`src/rtl/ieeedrv_sd_arbiter_if.sv`:
```
// Subdrive request channels and the single host SD block channel of ieeedrv_sd_arbiter.
// Handshake: sd_rd/sd_wr are level requests a drive holds until it sees sd_ack rise;
// host_rd/host_wr stay high until host_ack rises; host_ack then stays high for the whole
// multi-block transfer, and its fall ends the transfer.
interface ieeedrv_sd_arbiter_if #(
    parameter int SUBDRV = 2
);
    logic [SUBDRV-1:0][31:0] sd_lba;
    logic [SUBDRV-1:0][5:0]  sd_blk_cnt;
    logic [SUBDRV-1:0]       sd_rd;
    logic [SUBDRV-1:0]       sd_wr;
    logic [SUBDRV-1:0]       sd_ack;
    logic [31:0]             host_lba;
    logic [5:0]              host_blk_cnt;
    logic                    host_rd;
    logic                    host_wr;
    logic                    host_ack;
    logic [8:0]              host_buff_addr;
    logic                    host_buff_wr;

    modport master (
        input  sd_lba, sd_blk_cnt, sd_rd, sd_wr, host_ack, host_buff_addr, host_buff_wr,
        output sd_ack, host_lba, host_blk_cnt, host_rd, host_wr
    );

    modport slave (
        output sd_lba, sd_blk_cnt, sd_rd, sd_wr, host_ack, host_buff_addr, host_buff_wr,
        input  sd_ack, host_lba, host_blk_cnt, host_rd, host_wr
    );
endinterface

```
`src/rtl/ieeedrv_sd_arbiter.sv`:
```
// Round-robin arbiter of subdrive track requests onto one host SD block channel, with
// track-buffer addressing. Define IEEEDRV_SD_TIMEOUT_EN to add the host_ack timeout.
module ieeedrv_sd_arbiter #(
    parameter int SUBDRV = 2
`ifdef IEEEDRV_SD_TIMEOUT_EN
    ,
    parameter logic [23:0] TIMEOUT_CYC = 24'd12000000
`endif
) (
    input  logic              clk_sys,
    input  logic              reset,
    ieeedrv_sd_arbiter_if.master bus,
    output logic [14:0]       buf_addr,
    output logic [SUBDRV-1:0] buf_wr,
    output logic              grant,
    output logic              busy,
`ifdef IEEEDRV_SD_TIMEOUT_EN
    output logic              timeout_err,
`endif
    output logic [2:0]        dbg_state
);

    typedef enum logic [2:0] {
        S_IDLE     = 3'd0,
        S_ISSUE    = 3'd1,
        S_XFER     = 3'd2,
        S_DONE     = 3'd3,
        S_WAIT_LOW = 3'd4,
        S_TOUT     = 3'd5
    } state_t;

    state_t            state_q, state_d;
    logic              grant_q;
    logic              first_q;
    logic              dir_wr_q;
    logic [31:0]       lba_q;
    logic [5:0]        cnt_q;
    logic [5:0]        blk_idx_q;
    logic [5:0]        blk_cur;
    logic              addr_max_q;
    logic              wrap;
    logic [1:0]        pend2;
    logic [1:0]        wr2;
    logic              start_idx;
    logic              hit;
    logic              hit_idx;
    logic              hit_wr;
    logic [SUBDRV-1:0] grant_oh;
    logic              ack_live;
`ifdef IEEEDRV_SD_TIMEOUT_EN
    logic [23:0]       to_cnt_q;
`endif

    // Scan starts at the drive after the last grant; the first scan after reset starts at 0.
    always_comb begin
        pend2     = 2'(bus.sd_rd | bus.sd_wr);
        wr2       = 2'(bus.sd_wr);
        start_idx = (SUBDRV > 1) && !first_q && !grant_q;
        hit       = 1'b0;
        hit_idx   = 1'b0;
        if (pend2[start_idx]) begin
            hit     = 1'b1;
            hit_idx = start_idx;
        end else if (pend2[!start_idx]) begin
            hit     = 1'b1;
            hit_idx = !start_idx;
        end
        hit_wr = wr2[hit_idx];
    end

    always_comb begin
        state_d = state_q;
        case (state_q)
            S_IDLE:     if (!bus.host_ack && hit) state_d = S_ISSUE;
            S_ISSUE: begin
                if (bus.host_ack) state_d = S_XFER;
`ifdef IEEEDRV_SD_TIMEOUT_EN
                else if (to_cnt_q == TIMEOUT_CYC - 24'd1) state_d = S_TOUT;
`endif
            end
            S_XFER:     if (!bus.host_ack) state_d = S_DONE;
            S_DONE:     state_d = S_IDLE;
            S_WAIT_LOW: if (!bus.host_ack) state_d = S_IDLE;
`ifdef IEEEDRV_SD_TIMEOUT_EN
            S_TOUT:     state_d = S_WAIT_LOW;
`endif
            default:    state_d = S_IDLE;
        endcase
    end

    // The block index steps in the same cycle the byte address wraps, so the first byte
    // of each new block already lands in the right track-buffer slot.
    always_comb begin
        wrap    = (state_q == S_XFER) && addr_max_q && (bus.host_buff_addr == 9'd0);
        blk_cur = blk_idx_q;
        if (wrap && blk_idx_q != 6'd63) blk_cur = blk_idx_q + 6'd1;
    end

    always_ff @(posedge clk_sys or posedge reset) begin
        if (reset) begin
            state_q    <= S_IDLE;
            grant_q    <= 1'b0;
            first_q    <= 1'b1;
            dir_wr_q   <= 1'b0;
            lba_q      <= '0;
            cnt_q      <= '0;
            blk_idx_q  <= '0;
            addr_max_q <= 1'b0;
        end else begin
            state_q    <= state_d;
            addr_max_q <= (state_q == S_XFER) && (bus.host_buff_addr == 9'd511);
            if (state_q == S_IDLE && state_d == S_ISSUE) begin
                grant_q  <= hit_idx;
                first_q  <= 1'b0;
                dir_wr_q <= hit_wr;
                lba_q    <= bus.sd_lba[hit_idx];
                cnt_q    <= bus.sd_blk_cnt[hit_idx];
            end
            if (state_q == S_ISSUE) blk_idx_q <= '0;
            else if (state_q == S_XFER) blk_idx_q <= blk_cur;
        end
    end

`ifdef IEEEDRV_SD_TIMEOUT_EN
    always_ff @(posedge clk_sys or posedge reset) begin
        if (reset) begin
            to_cnt_q    <= '0;
            timeout_err <= 1'b0;
        end else begin
            to_cnt_q <= (state_q == S_ISSUE) ? to_cnt_q + 24'd1 : '0;
            if (state_q == S_TOUT) timeout_err <= 1'b1;
        end
    end
`endif

    assign grant_oh         = SUBDRV'(1) << grant_q;
    assign ack_live         = (state_q == S_ISSUE || state_q == S_XFER) && bus.host_ack;
    assign bus.sd_ack       = (ack_live || state_q == S_TOUT) ? grant_oh : '0;
    assign bus.host_rd      = (state_q == S_ISSUE) && !dir_wr_q && !bus.host_ack;
    assign bus.host_wr      = (state_q == S_ISSUE) && dir_wr_q && !bus.host_ack;
    assign bus.host_lba     = lba_q;
    assign bus.host_blk_cnt = cnt_q;
    assign buf_addr         = {blk_cur, bus.host_buff_addr};
    assign buf_wr           = (state_q == S_XFER && bus.host_buff_wr) ? grant_oh : '0;
    assign grant            = grant_q;
    assign busy             = (state_q != S_IDLE);
    assign dbg_state        = state_q;

endmodule

```
`src/flat_wrapper.sv`:
```
// flat-port wrapper written by rule: the top's interface ports become plain ports
module ieeedrv_sd_arbiter_flat 
#(
    parameter int SUBDRV = 2

)
  (clk_sys, reset, buf_addr, buf_wr, grant, busy, dbg_state, bus_sd_lba, bus_sd_blk_cnt, bus_sd_rd, bus_sd_wr, bus_host_ack, bus_host_buff_addr, bus_host_buff_wr, bus_sd_ack, bus_host_lba, bus_host_blk_cnt, bus_host_rd, bus_host_wr);
  ieeedrv_sd_arbiter_if #(.SUBDRV(SUBDRV)) bus_i ();
  input  logic clk_sys;
  input  logic reset;
  output logic [14:0] buf_addr;
  output logic [SUBDRV-1:0] buf_wr;
  output logic grant;
  output logic busy;
  output logic [2:0] dbg_state;
  input wire logic [$bits(bus_i.sd_lba)-1:0] bus_sd_lba;
  input wire logic [$bits(bus_i.sd_blk_cnt)-1:0] bus_sd_blk_cnt;
  input wire logic [$bits(bus_i.sd_rd)-1:0] bus_sd_rd;
  input wire logic [$bits(bus_i.sd_wr)-1:0] bus_sd_wr;
  input wire logic [$bits(bus_i.host_ack)-1:0] bus_host_ack;
  input wire logic [$bits(bus_i.host_buff_addr)-1:0] bus_host_buff_addr;
  input wire logic [$bits(bus_i.host_buff_wr)-1:0] bus_host_buff_wr;
  output wire logic [$bits(bus_i.sd_ack)-1:0] bus_sd_ack;
  output wire logic [$bits(bus_i.host_lba)-1:0] bus_host_lba;
  output wire logic [$bits(bus_i.host_blk_cnt)-1:0] bus_host_blk_cnt;
  output wire logic [$bits(bus_i.host_rd)-1:0] bus_host_rd;
  output wire logic [$bits(bus_i.host_wr)-1:0] bus_host_wr;
  assign bus_i.sd_lba = bus_sd_lba;
  assign bus_i.sd_blk_cnt = bus_sd_blk_cnt;
  assign bus_i.sd_rd = bus_sd_rd;
  assign bus_i.sd_wr = bus_sd_wr;
  assign bus_i.host_ack = bus_host_ack;
  assign bus_i.host_buff_addr = bus_host_buff_addr;
  assign bus_i.host_buff_wr = bus_host_buff_wr;
  assign bus_sd_ack = bus_i.sd_ack;
  assign bus_host_lba = bus_i.host_lba;
  assign bus_host_blk_cnt = bus_i.host_blk_cnt;
  assign bus_host_rd = bus_i.host_rd;
  assign bus_host_wr = bus_i.host_wr;
  ieeedrv_sd_arbiter #(.SUBDRV(SUBDRV)) u_core (.clk_sys(clk_sys), .reset(reset), .bus(bus_i), .buf_addr(buf_addr), .buf_wr(buf_wr), .grant(grant), .busy(busy), .dbg_state(dbg_state));
endmodule
```
`config.mk`:
```
export PLATFORM = sky130hd
export DESIGN_NAME = ieeedrv_sd_arbiter_flat
export DESIGN_NICKNAME = d
export VERILOG_FILES = /design/src/rtl/ieeedrv_sd_arbiter_if.sv /design/src/rtl/ieeedrv_sd_arbiter.sv /design/src/flat_wrapper.sv
export SDC_FILE = /design/constraint.sdc
export NUM_CORES = 1
export LEC_CHECK = 0
export CAP_MARGIN = 20
export CORE_MARGIN = 2
export CORE_UTILIZATION = 30
export DETAILED_ROUTE_END_ITERATION = 12
export DONT_BUFFER_PORTS = 1
export RECOVER_POWER = 100
export SLEW_MARGIN = 20
export SYNTH_ARGS = -nofsm -noshare
export SYNTH_HDL_FRONTEND = slang
export SYNTH_SLANG_ARGS = --single-unit
```
`constraint.sdc`:
```
create_clock -name clk_sys -period 2.3 [get_ports clk_sys]
set_input_delay 0.23 -clock clk_sys [delete_from_list [all_inputs] [get_ports clk_sys]]
set_output_delay 0.23 -clock clk_sys [all_outputs]
set_load 0.05 [all_outputs]
```
After elaboration in Yosys (flattened, before gate mapping)
Index checks and enable logic that the tools add are counted.
{"block": "op_classes", "bitwise_logic": 1, "eq_ne": 7, "n_lt_le_gt_ge": 3, "n_shift": 1, "add_sub_neg": 1, "n_reduce_logical": 24, "mux": 24}
{"cell": "2-to-1 mux 32 bit", "count": 2}
{"cell": "2-to-1 mux 6 bit", "count": 5}
{"cell": "logical AND 1 bit", "count": 13}
{"cell": "2-to-1 mux 3 bit", "count": 4}
{"cell": "case mux 3 bit (4 select lines)", "count": 1}
{"cell": "2-to-1 mux 1 bit", "count": 10}
{"cell": "equality test 9 bit (second input constant)", "count": 1}
{"cell": "logical NOT 9 bit", "count": 1}
{"cell": "adder 6 x 1 -> 6 bit (second input constant)", "count": 1}
{"cell": "equality test 3 x 1 -> 1 bit (second input constant)", "count": 2}
{"cell": "equality test 3 bit (second input constant)", "count": 2}
{"cell": "less-than comparator 1 x 2 -> 1 bit (second input constant)", "count": 3}
{"cell": "inequality test 6 bit (second input constant)", "count": 1}
{"cell": "logical NOT 1 bit", "count": 5}
{"cell": "2-to-1 mux 2 bit", "count": 2}
{"cell": "equality test 3 x 2 -> 1 bit (second input constant)", "count": 1}
{"cell": "logical NOT 3 bit", "count": 1}
{"cell": "nonzero test 3 bit", "count": 1}
{"cell": "logical OR 1 bit", "count": 2}
{"cell": "bitwise OR 2 bit", "count": 1}
{"cell": "nonzero test 2 bit", "count": 1}
{"cell": "<< shifter 1 x 1 -> 2 bit (first input constant)", "count": 1}
{"block": "totals", "ff_bits": 51, "output_inout_bits": 64, "input_bits": 93}

Depth between registers and ports, before layout
Gate-level depths: netlist of the first run.
{"block": "depth", "ltp_word": 12, "ltp_mapped": 6, "depth_no_buf": 5}

Least setup slack after synthesis of the first run
No wires, ideal clock.
{"block": "synth_path", "path_kind": "register to output", "start": "register u_core.state_q[1] (netlist: u_core.dbg_state[1])", "end": "output port buf_addr[13]", "path_stages_with_launch": 5, "path_slack_ns": -0.474, "t_required_ns": 2.070, "arrival_ns": 2.544, "n_path_buf": 1, "cell_sequence": "dfrtp_1 > buf_6 > nor3b_4 > nand4_4 > o31ai_1"}
{"block": "synth_between", "elab_chain_len": 5}
{"element": "from (decl)", "line": "ieeedrv_sd_arbiter.sv:32", "source": "state_t state_q, state_d;"}
{"element": "from (signal assigned)", "line": "ieeedrv_sd_arbiter.sv:110", "source": "state_q <= state_d;"}
{"element": "equality test 3 x 2 -> 1 bit", "line": "ieeedrv_sd_arbiter.sv:94", "source": "wrap = (state_q == S_XFER) && addr_max_q && (bus.host_buff_addr == 9'd0);"}
{"element": "logical AND 1 bit (2 in a row)", "line": "ieeedrv_sd_arbiter.sv:94"}
{"element": "logical AND 1 bit", "line": "ieeedrv_sd_arbiter.sv:96", "source": "if (wrap && blk_idx_q != 6'd63) blk_cur = blk_idx_q + 6'd1;"}
{"element": "2-to-1 mux 6 bit", "line": "ieeedrv_sd_arbiter.sv:96"}
{"element": "to (decl)", "line": "flat_wrapper.sv:11", "source": "output logic [14:0] buf_addr;"}
Every way passes these cells.

Final worst setup path of the first run
{"block": "layout_path", "start": "register u_core.state_q[0] (netlist: u_core.dbg_state[0])", "end": "output port buf_addr[10]"}
Same word-level chain as after synthesis.

==> results of run 1 <==
[cells in the mapped netlist, types with 2 or more instances]
master,n
nor2_1,8
dfrtp_1,50
inv_1,2
nor3b_1,2
clkbuf_2,3
nor3_1,3
xor2_1,4
a21oi_1,3
mux2i_1,41
buf_4,11
nand4_1,2
buf_2,7
nand2_1,51
nand3_1,3
o31ai_1,4
o21ai_0,43
buf_6,2
[power by group through the flow]
stage | clock network [mW] | registers [mW] | logic [mW]
6_report | 0.533 | 2.30 | 0.775
5_1_grt | 0.594 | 2.34 | 0.887
4_1_cts | 0.573 | 2.31 | 0.793
3_5_place_dp | 0 | 2.32 | 0.793
3_3_place_gp | 0 | 2.32 | 0.764
2_1_floorplan | 0 | 2.31 | 0.634
[final timing paths]
check                                      start  slack (ns)             endpoint  cells after the start
setup / recovery             u_core.dbg_state[0]        0.10         buf_addr[10]                      5
hold / removal             bus_host_buff_addr[1]        0.05    u_core.addr_max_q                      2
setup reg to reg             u_core.blk_idx_q[0]        0.60  u_core.blk_idx_q[5]                      6
hold reg to reg                   u_core.first_q        0.50       u_core.first_q                      1
max in group asynchronous                  reset        0.62  u_core.blk_idx_q[0]                      3
min in group asynchronous                  reset        0.26  u_core.blk_idx_q[2]                      2
[through the flow]
| stage | std cells | setup WS (ns) |
|---|---|---|
| floorplan | 265 | -0.000400 |
| global placement | 370 | 0.229 |
| detailed placement | 370 | 0.159 |
| CTS | 383 | 0.00311 |
| global route | 384 | -0.0142 |
| finish | 384 | 0.104 |
[flip-flops by register name, summed over array words and instances (netlist names)]
name,flops
u_core.bus.host_lba,32
u_core.blk_idx_q,6
u_core.bus.host_blk_cnt,6
u_core.grant,1
u_core.dir_wr_q,1
u_core.dbg_state,3
u_core.addr_max_q,1
u_core.first_q,1
[routing by layer]
layer / global-route usage / share of wire
met1: 0.139 / 0.40
met5: 0 / 0
met4: 0.0348 / 0.010
met2: 0.215 / 0.52
met3: 0.0362 / 0.076
[cell families after synthesis]
| logic type | count (synthesis) |
|---|---|
| buffers and inverters | 25 |
| AO/OA/AOI/OAI | 56 |
| multiplexers | 42 |
| flip-flops | 51 |
| XOR/XNOR | 4 |
| AND/OR/NAND/NOR | 86 |
| adder cells (fa/ha/maj) | 1 |
[timing repair]
item	4_1_cts	5_1_grt
buffers inserted	3	1
hold buffers	2	0
pin swaps	4	2
gates resized for setup	3	3
endpoints found under the setup margin	5	6
hold endpoints to repair	51	0
[layout make-up]
cell class | count | area, sq um | share of cell area
Clock buffer | 7 | 86.3 | 0.0277
Clock inverter | 1 | 5.00 | 0.00161
Inverter | 2 | 7.51 | 0.00241
Multi-Input combinational cell | 189 | 1340 | 0.431
Sequential cell | 51 | 1280 | 0.412
Tap cell | 108 | 135 | 0.0434
Timing Repair Buffer | 26 | 256 | 0.0824
==> reports/results.ini, run 1 <==
[status]
status = finished, final reports clean

[logic_synthesis]
synth_top_family_by_area = simple AND/OR/NAND/NOR gates
synth_top_area_cell = dfrtp_1
synth_mux_area_frac = 0.158
synthCells = 265
synth.net_count = 359
syn_area_sq_um = 2680
synth_cell_types = 43
synth-seq-cells = 51
synth_area_leaders = dfrtp_1 (47%), mux2i_1 (15%), o21ai_0 (8.0%)
synth-edff-count = 0
synth_top_area_frac = 0.468
yosysSeqAreaShare = 0.477
synthArstFlopShare = 1.00
yosys.area_share.simple = 0.172
yosys_warnings = 0
syn_area_per_cell_sq_um = 10.1
synth-main-ff-cell = dfrtp_1
synth-compound-area-share = 0.115
synth_xor_area_frac = 0.0131
synthAdderAreaFrac = 0.00468

[clock_network]
cts_root_buf = clkbuf_8
clk_latency_ns = 0.30
clk_pin_slew_worst_paths_ns = 0.10
htreeDepth = 2
cts_tree = done
cts_buffers = 5
clock_path_buffers = 2
cts_sinks = 51

[min_path]
hp-class = in -> reg

[grt]
grt_use_total = 0.120
overflow = 0
grt_pass1_vias = 1987
antenna_found_initial = 0
grt_max_degree = 82
grt_pass1_wl_um = 9540

[worst_setup_path]
worst_setup_path_end_kind = output port
crit_path_max_incr_delay_ns = 0.46
critPathLaunchType = flop
cpLargestDelayFamily = simple AND/OR/NAND/NOR gates
worstSetupPathType = reg -> out
critPathBufInv = 1
cp_max_fo = 8
path_cells = nor3b_4 -> nand4_4 -> nor2_2 -> mux2_1 -> buf_4
critPathArrivalTime_ns = 1.97
slowest_stage = dfrtp_2
required_ns = 2.07

[power]
p_int_mw = 1.71
p_seq_frac = 0.637
clkPwrFrac = 0.148
switching_power_mw = 1.90
p_leak_nw = 1.38
peakVddDrop_v = 0.000448
p_sw_frac = 0.527
power_mw = 3.61
power_frac_comb = 0.215
power_density_nw_per_um2 = 1160

[timing]
rsz0062_at_grt = true
skew_ns = 0.00813
fin_crit_sh = 0.955
fin_crit_ns = 2.20
report.final.slew_viol_count = 0
timing.hold.ws_ns = 0.0549
hold_viol = 0
finalSetupViolCount = 0
tns_ns = 0
max_freq_mhz = 455
max_slew_margin = 0.203
worstMarginPinSlew_ns = 1.20

[floorplan]
die-width_um = 98.5
core_area_sq_um = 8680
dieArea_sq_um = 9690
die_y_um = 98.5
pin_count = 157
num_rows = 34
initial_core_util = 0.308

[placed_design]
port_buffers = 0
place_congestion = 0.752
place_hpwl_um = 4360
placed_area_sq_um = 2970

[job]
maxCapViolCount = 0

[finish]
synthToLayoutAreaGrowth_pct = 16.3
final_common_cell = nand2_1
layout.nets = 369
drive_gt1_frac = 0.196
n_antenna_cell = 0
nFillCells = 879
most-common-layout-cells = nand2_1 (51), dfrtp_1 (47), o21ai_0 (43)
fin_util = 0.359
final_area_sq_um = 3110

[drt]
viasPerCell = 4.97
vias = 1907
initialDrtViolationCount = 39
ant_nets = 0
drc = 0
wl_um = 5830
wire_per_inst_um = 15.2
first_pass_iters = 4

Note: power is estimated with default switching activity, not from simulation.
==> run 2, diff against run 1 <==
- CELL_PAD_IN_SITES_DETAIL_PLACEMENT: not set -> 1
- CELL_PAD_IN_SITES_GLOBAL_PLACEMENT: not set -> 2
- PLACE_DENSITY_LB_ADDON: not set -> 0.1
==> reports/results.ini, run 2 (same netlist as run 1, synthesis figures left out) <==
[status]
status = finished, final reports clean

[placed_design]
port_buffers = 0
place_ws_ns = 0.133
placed_area_sq_um = 2980
place_congestion = 0.742
dp_cells = 371
place_hpwl_um = 4750

[drt]
ant_nets = 0
wl_um = 6640
initialDrtViolationCount = 44
first_pass_iters = 4
viasPerCell = 4.97
wire_per_inst_um = 17.1
vias = 1925
drc = 0

[timing]
final.setup.worst_slack_ns = 0.123
skew_ns = 0.00368
timing.hold.ws_ns = 0.0584
max_slew_margin = 0.385
report.final.slew_viol_count = 0
fin_crit_ns = 2.18
fin_crit_sh = 0.946
finalSetupViolCount = 0
max_freq_mhz = 459
worstMarginPinSlew_ns = 0.922
rsz0062_at_grt = true
hold_viol = 0

[finish]
layout.nets = 372
largest_register_ffs = 32
drive_gt1_frac = 0.194
n_antenna_cell = 0
fin_cells = 387
final_common_cell = nand2_1
nFillCells = 976
most-common-layout-cells = nand2_1 (51), dfrtp_1 (48), o21ai_0 (43)
final_area_sq_um = 3150
synthToLayoutAreaGrowth_pct = 17.5

[power]
power_density_nw_per_um2 = 1140
p_leak_nw = 1.40
peakVddDrop_v = 0.000538

[floorplan]
pin_count = 157
die-width_um = 98.5
dieArea_sq_um = 9690
initial_core_util = 0.308
num_rows = 34
core_area_sq_um = 8680
die_y_um = 98.5

[grt]
antenna_found_initial = 0
grt_pass1_vias = 1949
grt_max_degree = 82
overflow = 0
grt_use_total = 0.131
grt_pass1_wl_um = 10200

[clock_network]
clock_path_buffers = 2
cts_root_buf = clkbuf_8
htreeDepth = 2
cts_sinks = 51
cts_tree = done
clk_pin_slew_worst_paths_ns = 0.09
clk_latency_ns = 0.29
cts_buffers = 5

[job]
maxCapViolCount = 0

[worst_setup_path]
worstSetupPathType = reg -> out
worst_setup_path_end_kind = output port
critPathLaunchType = flop
required_ns = 2.07
critPathArrivalTime_ns = 1.95
cp_max_fo = 5

[min_path]
hp-class = in -> reg

==> run 2: cell types whose count changed in the layout (fill, tap and decap cells not counted) <==
cell	change
buf_4	+1
clkinv_2	-1
clkbuf_8	-1
clkbuf_1	+2
nor4b_2	-1
nor4b_4	+1
nor2_2	-1
dfrtp_1	+1
nand4_2	+1
buf_6	+1
dfrtp_2	-1
nor2_4	+1
==> run 2: worst max-delay path, cell delays in order (launching register included) <==
cell and delay [ns]:
dfrtp_1 0.42, nor3b_4 0.29, nand4_4 0.25, nor3b_2 0.33, xor2_2 0.21, buf_12 0.16
==> run 2: area by class of cell <==
class,count,area (sq um),area share
multi-input combinational,190,1370,0.435
sequential,51,1280,0.407
timing repair buffer,28,275,0.0875
tap,108,135,0.0430
clock buffer,8,80.1,0.0255
inverter,2,7.51,0.00239
==> run 2: final timing paths <==
path	start	end	slack, ns	cells past startpoint
setup / recovery	u_core.dbg_state[2]	buf_addr[11]	0.12	5
hold / removal	bus_host_buff_addr[6]	u_core.addr_max_q	0.06	2
hold reg to reg	u_core.first_q	u_core.first_q	0.50	1
setup reg to reg	u_core.dbg_state[2]	u_core.blk_idx_q[5]	0.58	5
min in group asynchronous	reset	u_core.blk_idx_q[2]	0.58	2
max in group asynchronous	reset	u_core.dbg_state[1]	0.45	3
==> run 2: what timing repair did <==
| action | in CTS | in global routing |
|---|---|---|
| pin swaps | 2 | 5 |
| hold endpoints to repair | 24 | 0 |
| buffers inserted | 1 | 4 |
| endpoints found under the setup margin | 5 | 6 |
| gates resized for setup | 4 | 4 |
| gates cloned | 0 | 1 |
| hold buffers | 2 | 0 |
==> run 2: per-stage QoR <==
step	setup TNS, ns	util	power [mW]
global placement	0	0.343	3.13
detailed placement	0	0.343	3.15
finish	0	0.362	3.59
global route	-0.0304	0.362	3.82
floorplan	-0.000400	-	2.94
CTS	0	0.357	3.66
==> run 2: report_power, final <==
group          leakage (nW)  switching (mW)  internal [mW]  total (mW)
clock                0.0395           0.279          0.217       0.496
combinational         0.724           0.484          0.307       0.792
sequential            0.639            1.15           1.16        2.30
==> run 2: per-layer routing <==
layer | GRT usage | vias up | share of wire
met5 | 0 | - | 0
met4 | 0.0379 | 0 | 0.026
met3 | 0.0355 | 8 | 0.075
met2 | 0.215 | 83 | 0.49
met1 | 0.170 | 898 | 0.41
li1 | - | 936 | -
==> run 3, diff against run 2 <==
- CELL_PAD_IN_SITES_DETAIL_PLACEMENT: 1 -> not set
- CELL_PAD_IN_SITES_GLOBAL_PLACEMENT: 2 -> not set
- PLACE_DENSITY_LB_ADDON: 0.1 -> not set
- TNS_END_PERCENT: not set -> 30
==> reports/results.ini, run 3 (same netlist as run 1, synthesis figures left out) <==
[timing]
skew_ns = 0.0123
finalSetupViolCount = 0
hold_viol = 0
tns_ns = 0
fin_crit_ns = 2.21
max_slew_margin = 0.317
fin_crit_sh = 0.963
report.final.slew_viol_count = 0
worstMarginPinSlew_ns = 1.02
timing.hold.ws_ns = 0.0605
max_freq_mhz = 452

[grt]
grt_use_total = 0.120
antenna_found_initial = 0
overflow = 0
grt_pass1_vias = 1897
grt_pass1_wl_um = 9380
grt_max_degree = 82

[power]
power_mw = 3.60
peakVddDrop_v = 0.000544
p_leak_nw = 1.40
power_density_nw_per_um2 = 1160

[drt]
first_pass_iters = 4
wire_per_inst_um = 15.9
ant_nets = 0
initialDrtViolationCount = 35
vias = 1945
viasPerCell = 5.03
drc = 0
wl_um = 6150

[clock_network]
cts_sinks = 51
htreeDepth = 2
clk_pin_slew_worst_paths_ns = 0.09
clock_path_buffers = 2
clk_latency_ns = 0.30
cts_buffers = 5
cts_tree = done
cts_root_buf = clkbuf_8

[worst_setup_path]
required_ns = 2.07
critPathArrivalTime_ns = 1.98
critPathBufInv = 2
cpLargestDelayFamily = simple AND/OR/NAND/NOR gates
slowest_stage = dfrtp_1
critPathLaunchType = flop
crit_path_max_incr_delay_ns = 0.43
worst_setup_path_end_kind = output port
cp_max_fo = 5
worstSetupPathType = reg -> out
path_cells = ha_1 -> nand3_4 -> nor2_4 -> nor4_4 -> buf_4 -> xor2_4 -> buf_12

[min_path]
hp-class = in -> reg

[floorplan]
dieArea_sq_um = 9690
core_area_sq_um = 8680
num_rows = 34
die_y_um = 98.5
initial_core_util = 0.308
pin_count = 157
die-width_um = 98.5

[finish]
layout.nets = 372
fin_util = 0.357
synthToLayoutAreaGrowth_pct = 15.9
final_common_cell = nand2_1
final_area_sq_um = 3100
largest_register_ffs = 32
n_antenna_cell = 0
nFillCells = 878
most-common-layout-cells = nand2_1 (51), dfrtp_1 (49), o21ai_0 (43)
drive_gt1_frac = 0.183

[placed_design]
port_buffers = 0
placed_area_sq_um = 2900
place_hpwl_um = 4490
place_congestion = 0.811

[status]
status = finished, final reports clean

[job]
maxCapViolCount = 0

==> run 3: worst reg2reg max path, delay by kind of cell (launching register included) <==
family                   cells  cell delay [ns]
multiplexers                 1             0.17
adder cells (fa/ha/maj)      1             0.27
AND/OR/NAND/NOR              3             0.50
flip-flops                   1             0.43
buffers and inverters        2             0.29
==> run 3: metal layers <==
metal	up-vias	part of all wire	GRT usage
li1	944	-	-
met1	898	0.38	0.145
met2	90	0.52	0.212
met3	13	0.069	0.0298
met4	0	0.026	0.0358
met5	-	0	0
==> run 3: final timing paths <==
| kind | from | end | slack [ns] | cells past startpoint |
|---|---|---|---|---|
| max | u_core.blk_idx_q[0] | buf_addr[14] | 0.09 | 7 |
| min | bus_host_buff_addr[6] | u_core.addr_max_q | 0.06 | 2 |
| max reg2reg | u_core.blk_idx_q[0] | u_core.blk_idx_q[5] | 0.57 | 7 |
| min reg2reg | u_core.first_q | u_core.first_q | 0.50 | 1 |
| max in group asynchronous | reset | u_core.first_q | 0.78 | 3 |
| min in group asynchronous | reset | u_core.dbg_state[2] | 0.61 | 2 |
==> run 3: through the flow <==
stage / setup WS, ns / cells
after global routing: -0.0284 / 387
after detailed placement: 0.133 / 370
after global placement: 0.237 / 370
after floorplan: -0.229 / 265
final: 0.0860 / 387
after CTS: -0.0746 / 380
==> run 3: final cells by class <==
class / instances / area (sq um) / area share
multi-input cells: 190 / 1340 / 0.433
flip-flops and latches: 51 / 1280 / 0.412
repair buffers: 28 / 245 / 0.0791
well taps: 108 / 135 / 0.0436
clock buffers: 7 / 86.3 / 0.0278
inverters: 2 / 7.51 / 0.00242
clock inverters: 1 / 5.00 / 0.00161
==> run 3: what timing repair did <==
action | in CTS | in global routing
resized for setup | 1 | 6
setup endpoints to repair | 5 | 6
endpoints found under the hold margin | 24 | 0
cloned | 0 | 1
hold buffers | 2 | 0
buffers inserted | 0 | 6
pin swaps | 1 | 3
==> run 3: power breakdown <==
part	leakage [nW]	internal [mW]	switching, mW
Combinational	0.712	0.305	0.472
Sequential	0.641	1.16	1.14
Clock	0.0482	0.243	0.279
